[src/rtl/vga_text_ctrl.sv]
// Text-mode write controller: turns decoded ASCII strobes into character RAM writes,
// tracks the cursor and scrolls by rotating top_row. Optional macro: CURSOR_BLINK_EN.
module vga_text_ctrl #(
    parameter int COLS      = 70,
    parameter int ROWS      = 30,
    parameter int ADDR_W    = 12,
    parameter int BLINK_DIV = 12500000
) (
    input  logic              clk,
    input  logic              rst,
    input  logic              key_valid,
    input  logic [7:0]        key_ascii,
    output logic              wr_en,
    output logic [ADDR_W-1:0] wr_addr,
    output logic [7:0]        wr_data,
    output logic [6:0]        cursor_col,
    output logic [4:0]        cursor_row,
    output logic [4:0]        top_row,
    output logic              cursor_on,
    output logic              busy,
    output logic              overflow
);

    localparam int CELLS = COLS * ROWS;

    typedef enum logic [1:0] {
        S_INIT,
        S_IDLE,
        S_CLEAR
    } state_t;

    state_t            state_q, state_d;
    logic [ADDR_W-1:0] sweep_q, sweep_d;
    logic [6:0]        clr_cnt_q, clr_cnt_d;
    logic              pend_full_q, pend_full_d;
    logic [7:0]        pend_data_q, pend_data_d;
    logic [6:0]        col_q, col_d;
    logic [4:0]        row_q, row_d;
    logic [4:0]        top_q, top_d;
    logic              ovf_q, ovf_d;
    logic              wr_en_q, wr_en_d;
    logic [ADDR_W-1:0] wr_addr_q, wr_addr_d;
    logic [7:0]        wr_data_q, wr_data_d;

    logic              consume;
    logic              key_accept;
    logic              new_line;

    // Screen row to physical RAM row; top + row < 2*ROWS so one conditional subtract suffices.
    function automatic logic [4:0] phys_of(input logic [4:0] top, input logic [4:0] r);
        logic [5:0] s;
        s = {1'b0, top} + {1'b0, r};
        if (s >= 6'(ROWS)) begin
            s = s - 6'(ROWS);
        end
        return s[4:0];
    endfunction

    function automatic logic [ADDR_W-1:0] cell_addr(input logic [4:0] prow, input logic [6:0] c);
        return ADDR_W'(prow) * ADDR_W'(COLS) + ADDR_W'(c);
    endfunction

    always_ff @(posedge clk) begin
        if (!rst) begin
            state_q     <= S_INIT;
            sweep_q     <= '0;
            clr_cnt_q   <= '0;
            pend_full_q <= 1'b0;
            pend_data_q <= '0;
            col_q       <= '0;
            row_q       <= '0;
            top_q       <= '0;
            ovf_q       <= 1'b0;
            wr_en_q     <= 1'b0;
            wr_addr_q   <= '0;
            wr_data_q   <= '0;
        end else begin
            state_q     <= state_d;
            sweep_q     <= sweep_d;
            clr_cnt_q   <= clr_cnt_d;
            pend_full_q <= pend_full_d;
            pend_data_q <= pend_data_d;
            col_q       <= col_d;
            row_q       <= row_d;
            top_q       <= top_d;
            ovf_q       <= ovf_d;
            wr_en_q     <= wr_en_d;
            wr_addr_q   <= wr_addr_d;
            wr_data_q   <= wr_data_d;
        end
    end

    always_comb begin
        state_d   = state_q;
        sweep_d   = sweep_q;
        clr_cnt_d = clr_cnt_q;
        col_d     = col_q;
        row_d     = row_q;
        top_d     = top_q;
        wr_en_d   = 1'b0;
        wr_addr_d = wr_addr_q;
        wr_data_d = wr_data_q;
        consume   = 1'b0;
        new_line  = 1'b0;

        case (state_q)
            S_INIT: begin
                wr_en_d   = 1'b1;
                wr_addr_d = sweep_q;
                wr_data_d = 8'h20;
                if (sweep_q == ADDR_W'(CELLS - 1)) begin
                    sweep_d = '0;
                    state_d = S_IDLE;
                end else begin
                    sweep_d = sweep_q + 1'b1;
                end
            end

            S_CLEAR: begin
                wr_en_d   = 1'b1;
                wr_addr_d = sweep_q;
                wr_data_d = 8'h20;
                sweep_d   = sweep_q + 1'b1;
                if (clr_cnt_q == 7'(COLS - 1)) begin
                    clr_cnt_d = '0;
                    state_d   = S_IDLE;
                end else begin
                    clr_cnt_d = clr_cnt_q + 1'b1;
                end
            end

            default: begin
                if (pend_full_q) begin
                    consume = 1'b1;
                    if (pend_data_q >= 8'h20 && pend_data_q <= 8'h7E) begin
                        wr_en_d   = 1'b1;
                        wr_addr_d = cell_addr(phys_of(top_q, row_q), col_q);
                        wr_data_d = pend_data_q;
                        if (col_q == 7'(COLS - 1)) begin
                            col_d    = '0;
                            new_line = 1'b1;
                        end else begin
                            col_d = col_q + 1'b1;
                        end
                    end else if (pend_data_q == 8'h0A || pend_data_q == 8'h0D) begin
                        col_d    = '0;
                        new_line = 1'b1;
                    end else if (pend_data_q == 8'h08) begin
                        if (col_q != '0) begin
                            col_d     = col_q - 1'b1;
                            wr_en_d   = 1'b1;
                            wr_addr_d = cell_addr(phys_of(top_q, row_q), col_q - 1'b1);
                            wr_data_d = 8'h20;
                        end else if (row_q != '0) begin
                            row_d     = row_q - 1'b1;
                            col_d     = 7'(COLS - 1);
                            wr_en_d   = 1'b1;
                            wr_addr_d = cell_addr(phys_of(top_q, row_q - 1'b1), 7'(COLS - 1));
                            wr_data_d = 8'h20;
                        end
                    end

                    // At the bottom line the old top row is recycled as the new bottom line.
                    if (new_line) begin
                        if (row_q < 5'(ROWS - 1)) begin
                            row_d = row_q + 1'b1;
                        end else begin
                            top_d     = (top_q == 5'(ROWS - 1)) ? 5'd0 : top_q + 1'b1;
                            sweep_d   = cell_addr(top_q, 7'd0);
                            clr_cnt_d = '0;
                            state_d   = S_CLEAR;
                        end
                    end
                end
            end
        endcase
    end

    // A full buffer can still take a new key in the same cycle it is being consumed.
    assign key_accept = key_valid && (!pend_full_q || consume);

    always_comb begin
        pend_full_d = pend_full_q;
        pend_data_d = pend_data_q;
        ovf_d       = ovf_q;
        if (key_accept) begin
            pend_full_d = 1'b1;
            pend_data_d = key_ascii;
        end else begin
            if (consume) begin
                pend_full_d = 1'b0;
            end
            if (key_valid) begin
                ovf_d = 1'b1;
            end
        end
    end

`ifdef CURSOR_BLINK_EN
    localparam int BW = $clog2(BLINK_DIV + 1);

    logic [BW-1:0] blink_cnt_q, blink_cnt_d;
    logic          cursor_on_q, cursor_on_d;

    always_comb begin
        blink_cnt_d = blink_cnt_q + 1'b1;
        cursor_on_d = cursor_on_q;
        if (key_accept) begin
            blink_cnt_d = '0;
            cursor_on_d = 1'b1;
        end else if (blink_cnt_q == BW'(BLINK_DIV - 1)) begin
            blink_cnt_d = '0;
            cursor_on_d = ~cursor_on_q;
        end
    end

    always_ff @(posedge clk) begin
        if (!rst) begin
            blink_cnt_q <= '0;
            cursor_on_q <= 1'b1;
        end else begin
            blink_cnt_q <= blink_cnt_d;
            cursor_on_q <= cursor_on_d;
        end
    end

    assign cursor_on = cursor_on_q;
`else
    assign cursor_on = 1'b1;
`endif

    assign wr_en      = wr_en_q;
    assign wr_addr    = wr_addr_q;
    assign wr_data    = wr_data_q;
    assign cursor_col = col_q;
    assign cursor_row = row_q;
    assign top_row    = top_q;
    assign busy       = (state_q != S_IDLE);
    assign overflow   = ovf_q;

endmodule

[config.mk]
export PLATFORM = sky130hd
export DESIGN_NAME = vga_text_ctrl
export DESIGN_NICKNAME = d
export VERILOG_FILES = /design/src/rtl/vga_text_ctrl.sv
export SDC_FILE = /design/constraint.sdc
export NUM_CORES = 1
export LEC_CHECK = 0
export CAP_MARGIN = 15
export CORE_AREA = 2 2 132 134
export DETAILED_ROUTE_END_ITERATION = 12
export DIE_AREA = 0 0 134 136
export MAX_ROUTING_LAYER = met4
export SYNTH_ARGS = -nofsm -noshare
export SYNTH_HDL_FRONTEND = slang
export SYNTH_SLANG_ARGS = --single-unit
[constraint.sdc]
create_clock -name clk -period 5 [get_ports clk]
set_input_delay 0.5 -clock clk [delete_from_list [all_inputs] [get_ports clk]]
set_output_delay 0.5 -clock clk [all_outputs]
set_load 0.01 [all_outputs]
* After elaboration in Yosys (flattened, before gate mapping) *
Cells that the tools add are included.

cells by class
  multiplexer cells = 78
  bitwise gates (word level) = 5
  eq/ne operators = 15
  $lt $le $gt $ge = 5
  multipliers = 4
  reductions and logical operators = 31
  add/subtract/negate cells = 14

operator list
  operator                                                                              count
  12-bit two-way mux                                                                    11
  5-bit two-way mux                                                                     26
  7-bit two-way mux                                                                     10
  5-bit by 6-bit multiplier with 11-bit output (second input constant)                  4
  8-bit two-way mux                                                                     5
  12-bit by 7-bit adder with 12-bit output                                              2
  8-bit by 4-bit == test with 1-bit output (second input constant)                      3
  12-bit case mux with 2 select lines                                                   1
  4-bit AND reduction                                                                   5
  1-bit two-way mux                                                                     16
  3-bit nonzero test                                                                    5
  7-bit by 1-bit adder with 7-bit output (second input constant)                        2
  7-bit == test (second input constant)                                                 2
  7-bit case mux with 2 select lines                                                    1
  12-bit by 1-bit adder with 12-bit output (second input constant)                      1
  12-bit by 7-bit adder with 12-bit output (second input constant)                      1
  5-bit by 5-bit adder with 6-bit output                                                2
  12-bit == test (second input constant)                                                1
  6-bit by 5-bit greater-or-equal comparator with 1-bit output (second input constant)  2
  6-bit two-way mux                                                                     2
  5-bit by 1-bit adder with 5-bit output (second input constant)                        2
  2-bit two-way mux                                                                     5
  2-bit nonzero test                                                                    5
  5-bit subtractor (second input constant)                                              2
  other kinds (25)                                                                      36

storage, ports and cells
  input port bits = 11
  output and inout bits = 41
  flip-flop bits (word level) = 69
  logic and storage cells = 165

* Logic depth before layout (Yosys ltp) *
  depth after elaboration = 20
  mapped depth = 24
  mapped depth without buffers = 24

* Worst setup path before layout *
Ideal clock, no wire load.

  kind = reg2reg
  start = reg top_q[0], in the netlist top_row[0]
  end = reg wr_addr_q[10], in the netlist wr_addr[10]
  required time = 4.872 ns
  path slack = -0.187 ns
  cell stages (with the launch flop) = 20
  path buffers = 0
  period minus slack after synthesis = 5.187 ns
  library setup time = 0.128 ns
  arrival time = 5.059 ns
  cells stage by stage = dfxtp_1 > ha_1 > fa_1 > a211o_2 > nand3_1 > nand4bb_4 > a21oi_4 > xor2_1 > ha_1 > ha_1 > ha_1 > a31o_2 > xnor2_1 > ha_1 > nor4_1 > or4_1 > nand3b_1 > xnor2_1 > a221oi_1 > a21oi_1

between the ends
  cells in the longest elaborated chain, start to end = 19
  elaborated cells on any way between the ends = 37
  those cells by class = add/sub: 7; mul: 3; order compare: 2; mux: 25

ends and longest elaborated chain
  what                                                                                                     line    RTL
  from (decl)                                                                                              39      logic [4:0] top_q, top_d;
  from (signal assigned)                                                                                   85      top_q <= top_d;
  5-bit by 5-bit adder with 6-bit output                                                                   52      s = {1'b0, top} + {1'b0, r};
  5-bit subtractor / 6-bit by 5-bit greater-or-equal comparator with 1-bit output (equally long branches)  54, 53
  5-bit two-way mux                                                                                        53      if (s >= 6'(ROWS)) begin
  5-bit two-way mux                                                                                        154     end else if (row_q != '0) begin
  5-bit two-way mux                                                                                        149     if (col_q != '0) begin
  5-bit two-way mux                                                                                        148     end else if (pend_data_q == 8'h08) begin
  5-bit two-way mux                                                                                        145     end else if (pend_data_q == 8'h0A || pend_data_q == 8'h0D) begin
  5-bit two-way mux                                                                                        135     if (pend_data_q >= 8'h20 && pend_data_q <= 8'h7E) begin
  [3 not listed]                                                                                           n/a
  12-bit by 7-bit adder with 12-bit output                                                                 60      return ADDR_W'(prow) * ADDR_W'(COLS) + ADDR_W'(c);
  12-bit two-way mux                                                                                       154
  12-bit two-way mux                                                                                       149
  12-bit two-way mux                                                                                       148
  12-bit two-way mux                                                                                       145
  12-bit two-way mux *                                                                                     135
  12-bit two-way mux *                                                                                     133     if (pend_full_q) begin
  12-bit two-way mux *                                                                                     106     case (state_q)
  to (signal assigned)                                                                                     88      wr_addr_q <= wr_addr_d;
  to (decl)                                                                                                42      logic [ADDR_W-1:0] wr_addr_q, wr_addr_d;

Every way passes the cells marked *; elsewhere a longest branch is shown, timed or not. The select of a mux whose other input is x is not followed.
A chain may end at the register's enable or synchronous reset.

* Worst setup path after layout *
  start = reg row_q[0], in the netlist cursor_row[0]
  end = reg wr_addr_q[11], in the netlist wr_addr[11]

between the ends
  cells in the longest elaborated chain, start to end = 20
  elaborated cells on any way between the ends = 41
  those cells by class = add/sub: 8; mul: 3; order compare: 2; mux: 25; reduce/logical: 3

ends and longest elaborated chain
  what                                                                                                     line    RTL
  from (decl)                                                                                              38      logic [4:0] row_q, row_d;
  from (signal assigned)                                                                                   84      row_q <= row_d;
  5-bit by 1-bit subtractor with 5-bit output                                                              158     wr_addr_d = cell_addr(phys_of(top_q, row_q - 1'b1), 7'(COLS - 1));
  5-bit by 5-bit adder with 6-bit output                                                                   52
  5-bit subtractor / 6-bit by 5-bit greater-or-equal comparator with 1-bit output (equally long branches)  54, 53
  5-bit two-way mux                                                                                        53
  5-bit two-way mux                                                                                        154
  5-bit two-way mux                                                                                        149
  5-bit two-way mux                                                                                        148
  5-bit two-way mux                                                                                        145
  [4 not listed]                                                                                           n/a
  12-bit by 7-bit adder with 12-bit output                                                                 60
  12-bit two-way mux                                                                                       154
  12-bit two-way mux                                                                                       149
  12-bit two-way mux                                                                                       148
  12-bit two-way mux                                                                                       145
  12-bit two-way mux                                                                                       135
  12-bit two-way mux                                                                                       133
  12-bit two-way mux                                                                                       106

Parallel ways exist; a longest one is shown, timed or not. The select of a mux whose other input is x is not followed.

==> metrics.md <==
| Metric | Value |
|---|---|
| Core Footprint | 16900 µm² |
| Int Power | 1.15 mW |
| Cell accounting for the most synthesized area | dfxtp_1 |
| Slew @ Worst Pin | 0.946 ns |
| Slew margin rel. | 0.365 |
| ANT cells | 0 |
| DP HPWL | 13700 µm |
| Clock power frac | 0.393 |
| Total number of vias | 6207 |
| Place WS | -0.0514 ns |
| Worst setup path endpoint | wr_addr[11] |
| TritonCTS clock tree | done |
| Largest net degree at the start of global routing | 48 |
| Startpoint types | flip-flop |
| Initial antenna violation count | 0 |
| Switching share of power | 0.315 |
| Post-Synthesis Net Count | 908 |
| Final period util | 0.991 |
| Ys Warns | 0 |
| Overflow after GRT | 0 |
| Synthesized instance count | 815 |
| Die W | 134 µm |
| Tightest Hold Check Type | flip-flop to flip-flop |
| Syn avg cell area | 8.06 µm² |
| Final Skew | 0.00752 ns |
| H-Tree Depth | 3 |
| Synth Flop Type | dfxtp_1 |
| CTS hold repair buffers | 0 |
| Boundary Pins | 52 |
| PD cells | 198 nW/µm² |
| Async S/R FF share, synth | 0 |
| Total GRT Usage | 0.209 |
| Unrepaired setup endpoints after global routing | yes |
| Most frequent cells in the layout | buf_4, nand2_1, dfxtp_1, nor2_1, ha_1 |
| DR DRC count | 0 |
| Arrival @ worst endpoint | 5.19 ns |
| Via/cell ratio | 5.42 |
| First-pass GRT wire length | 29500 µm |
| Iter 0 DRT Violations | 289 |
| Antenna Violating Nets Remaining | 0 |
| Synth area leaders | dfxtp_1, ha_1, xnor2_1 |
| Maximum vdd drop | 0.223 mV |
| Synthesized flop and latch total | 69 |
| Setup ws final | 0.0464 ns |
| Placed Area | 7690 µm² |
| Root buf cell | clkbuf_16 |
| Final GP Congestion | 0.860 |
| Post-Synthesis Cell Area | 6570 µm² |
| Area of the die | 18200 µm² |
| Max Slew Vio Count | 0 |
| Skew-Pair Late Insertion Delay | 0.34 ns |
| Sw Pwr | 0.527 mW |
| Sink Count | 69 |
| Worst reg-to-reg setup slack | 0.05 ns |
| Synth unique cells | 91 |
| CP Capture Type | flip-flop |
| # port buffers | 50 |
| Worst R2R Start | cursor_row[0] |
| Final setup viols | 0 |
| Setup TNS | 0 ns |
| Die Y-Extent | 136 µm |
| Routed length per instance | 16.2 µm |
| Final #Nets | 1008 |
| Combinational share of power | 0.253 |
| Initial Utilization | 0.389 |
| Flop pwr share | 0.354 |
| CTS buffer count | 9 |
| Post-Route WL | 18500 µm |
| Worst R2R Path Depth | 21 |
| Vias in the first global route | 5801 |
| Detailed Routing Iterations Pass 1 | 5 |
| EDFF count, synth | 0 |
| FF-to-FF End | wr_addr[11] |
| Number of max-cap violations | 0 |
| Crit Path Max Fanout | 3 |
| Leak | 3.49 nW |
| Layout cells sized above 1 | 0.199 |
| Post-Layout Inst Area | 8450 µm² |
| Final min period | 4.95 ns |
| Synth-to-Final Area Change | 28.7% |
| Status | finished clean |
| Fmax | 0.202 GHz |
| Clk slew on worst S/H paths | 0.06 ns |
| Seq/Total Area, Yosys | 0.210 |
| Synth top area share | 0.210 |
| WS Path Type | flip-flop to flip-flop |
| Critical path origin | cursor_row[0] |
| Row count | 48 |
| Commonest non-fill, non-tap cell in the layout | buf_4 |
| Final hold viol count | 0 |
| Longest Clk Path Bufs | 2 |
| Worst path required time | 5.23 ns |
| Final core utilization | 0.501 |
[cell families after synthesis]
family          Yosys count  share of synthesized area
flops                    69                      0.210
simple gates            287                      0.229
buf+inv                  75                     0.0491
xor+xnor                 59                     0.0853
fa+ha+maj                82                      0.164
mux                      17                     0.0263
compound gates          225                      0.235
other cells               1                   0.000571
[power by group through the flow]
stage               Clock [mW]  Combinational, mW  Sequential, mW
global placement             0              0.388           0.605
global route             0.691              0.471           0.595
floorplan                    0              0.272           0.600
detailed placement           0              0.389           0.605
finish                   0.657              0.423           0.592
CTS                      0.672              0.397           0.592
[state kept, by name, summed over array words and instances, names as in the netlist]
name,cells
state_q,2
wr_data,8
clr_cnt_q,7
wr_en,1
cursor_col,7
pend_data_q,8
cursor_row,5
pend_full_q,1
sweep_q,12
wr_addr,12
overflow,1
top_row,5
[critical path, cell delays in order, from the launching register on]
cell,delay [ns]
dfxtp_4,0.36
ha_4,0.16
fa_2,0.39
a211o_2,0.33
nand3_2,0.11
buf_4,0.12
nand2_1,0.07
o21ai_0,0.46
ha_4,0.29
ha_4,0.21
ha_1,0.30
buf_4,0.16
a311o_1,0.34
o211ai_1,0.19
a211oi_2,0.14
mux2i_1,0.21
o221ai_2,0.15
buf_4,0.16
a211oi_2,0.22
mux2i_1,0.25
a211oi_2,0.06
o21a_1,0.16
[through the flow]
stage | hold WS [ns] | std cells | power, mW
floorplan | 0.470 | 815 | 0.873
global placement | 0.473 | 1120 | 0.993
detailed placement | 0.470 | 1120 | 0.994
CTS | 0.486 | 1139 | 1.66
global route | 0.514 | 1145 | 1.76
finish | 0.478 | 1145 | 1.67
[synthesized netlist by cell type, types with 3 or more instances]
cell type	n
nand2b_1	3
inv_1	40
nor4_1	5
a21boi_0	8
dfxtp_1	69
nor2b_1	32
nand2_1	68
nor3b_1	10
or3_1	3
nand3_1	29
a21oi_1	54
mux2i_1	15
o211ai_1	6
nor3_1	15
clkbuf_8	3
a32oi_1	5
o31ai_1	5
a211oi_1	12
and2_1	16
clkbuf_1	26
a211oi_2	3
o21ai_0	47
buf_2	3
a31oi_1	8
xnor2_1	33
a21o_1	9
o21bai_1	7
xor2_1	22
nor2_1	64
o221ai_1	3
o211a_1	6
a22oi_1	6
nor4b_1	4
o221a_2	3
nand4_1	6
o21a_1	8
and3_1	11
fa_1	7
or2_2	4
ha_1	75
[area by class of cell]
type | instances | area, µm²
inverters | 40 | 150
clock inverters | 6 | 71.3
repair buffers | 124 | 1080
clock buffers | 10 | 229
well taps | 225 | 282
multi-input cells | 671 | 5250
fillers | 1602 | 8420
flip-flops and latches | 69 | 1390
[how the worst min path moves through the flow]
stage	startpoint	endpoint	cells past startpoint	slack, ns
6_report	wr_data[7]	wr_data[7]	1	0.48
5_1_grt	wr_data[7]	wr_data[7]	1	0.51
4_1_cts	wr_data[7]	wr_data[7]	1	0.49
3_5_place_dp	wr_data[7]	wr_data[7]	1	0.47
3_3_place_gp	wr_data[7]	wr_data[7]	1	0.47
2_1_floorplan	state_q[1]	state_q[1]	2	0.47
[routing by layer]
metal | routed length, µm | track usage | share of wire | up-vias
met5 | 0 | - | 0 | -
li1 | - | - | - | 3135
met2 | 8800 | 0.335 | 0.48 | 112
met4 | 296 | 0.0697 | 0.016 | 0
met1 | 8700 | 0.267 | 0.47 | 2941
met3 | 707 | 0.0354 | 0.038 | 19
[repair_timing]
action	in CTS	in global routing
buffers inserted	3	5
endpoints found under the setup margin	4	7
pin swaps	15	32
gates resized for setup	16	57
Power figures use the tool's default switching activity.
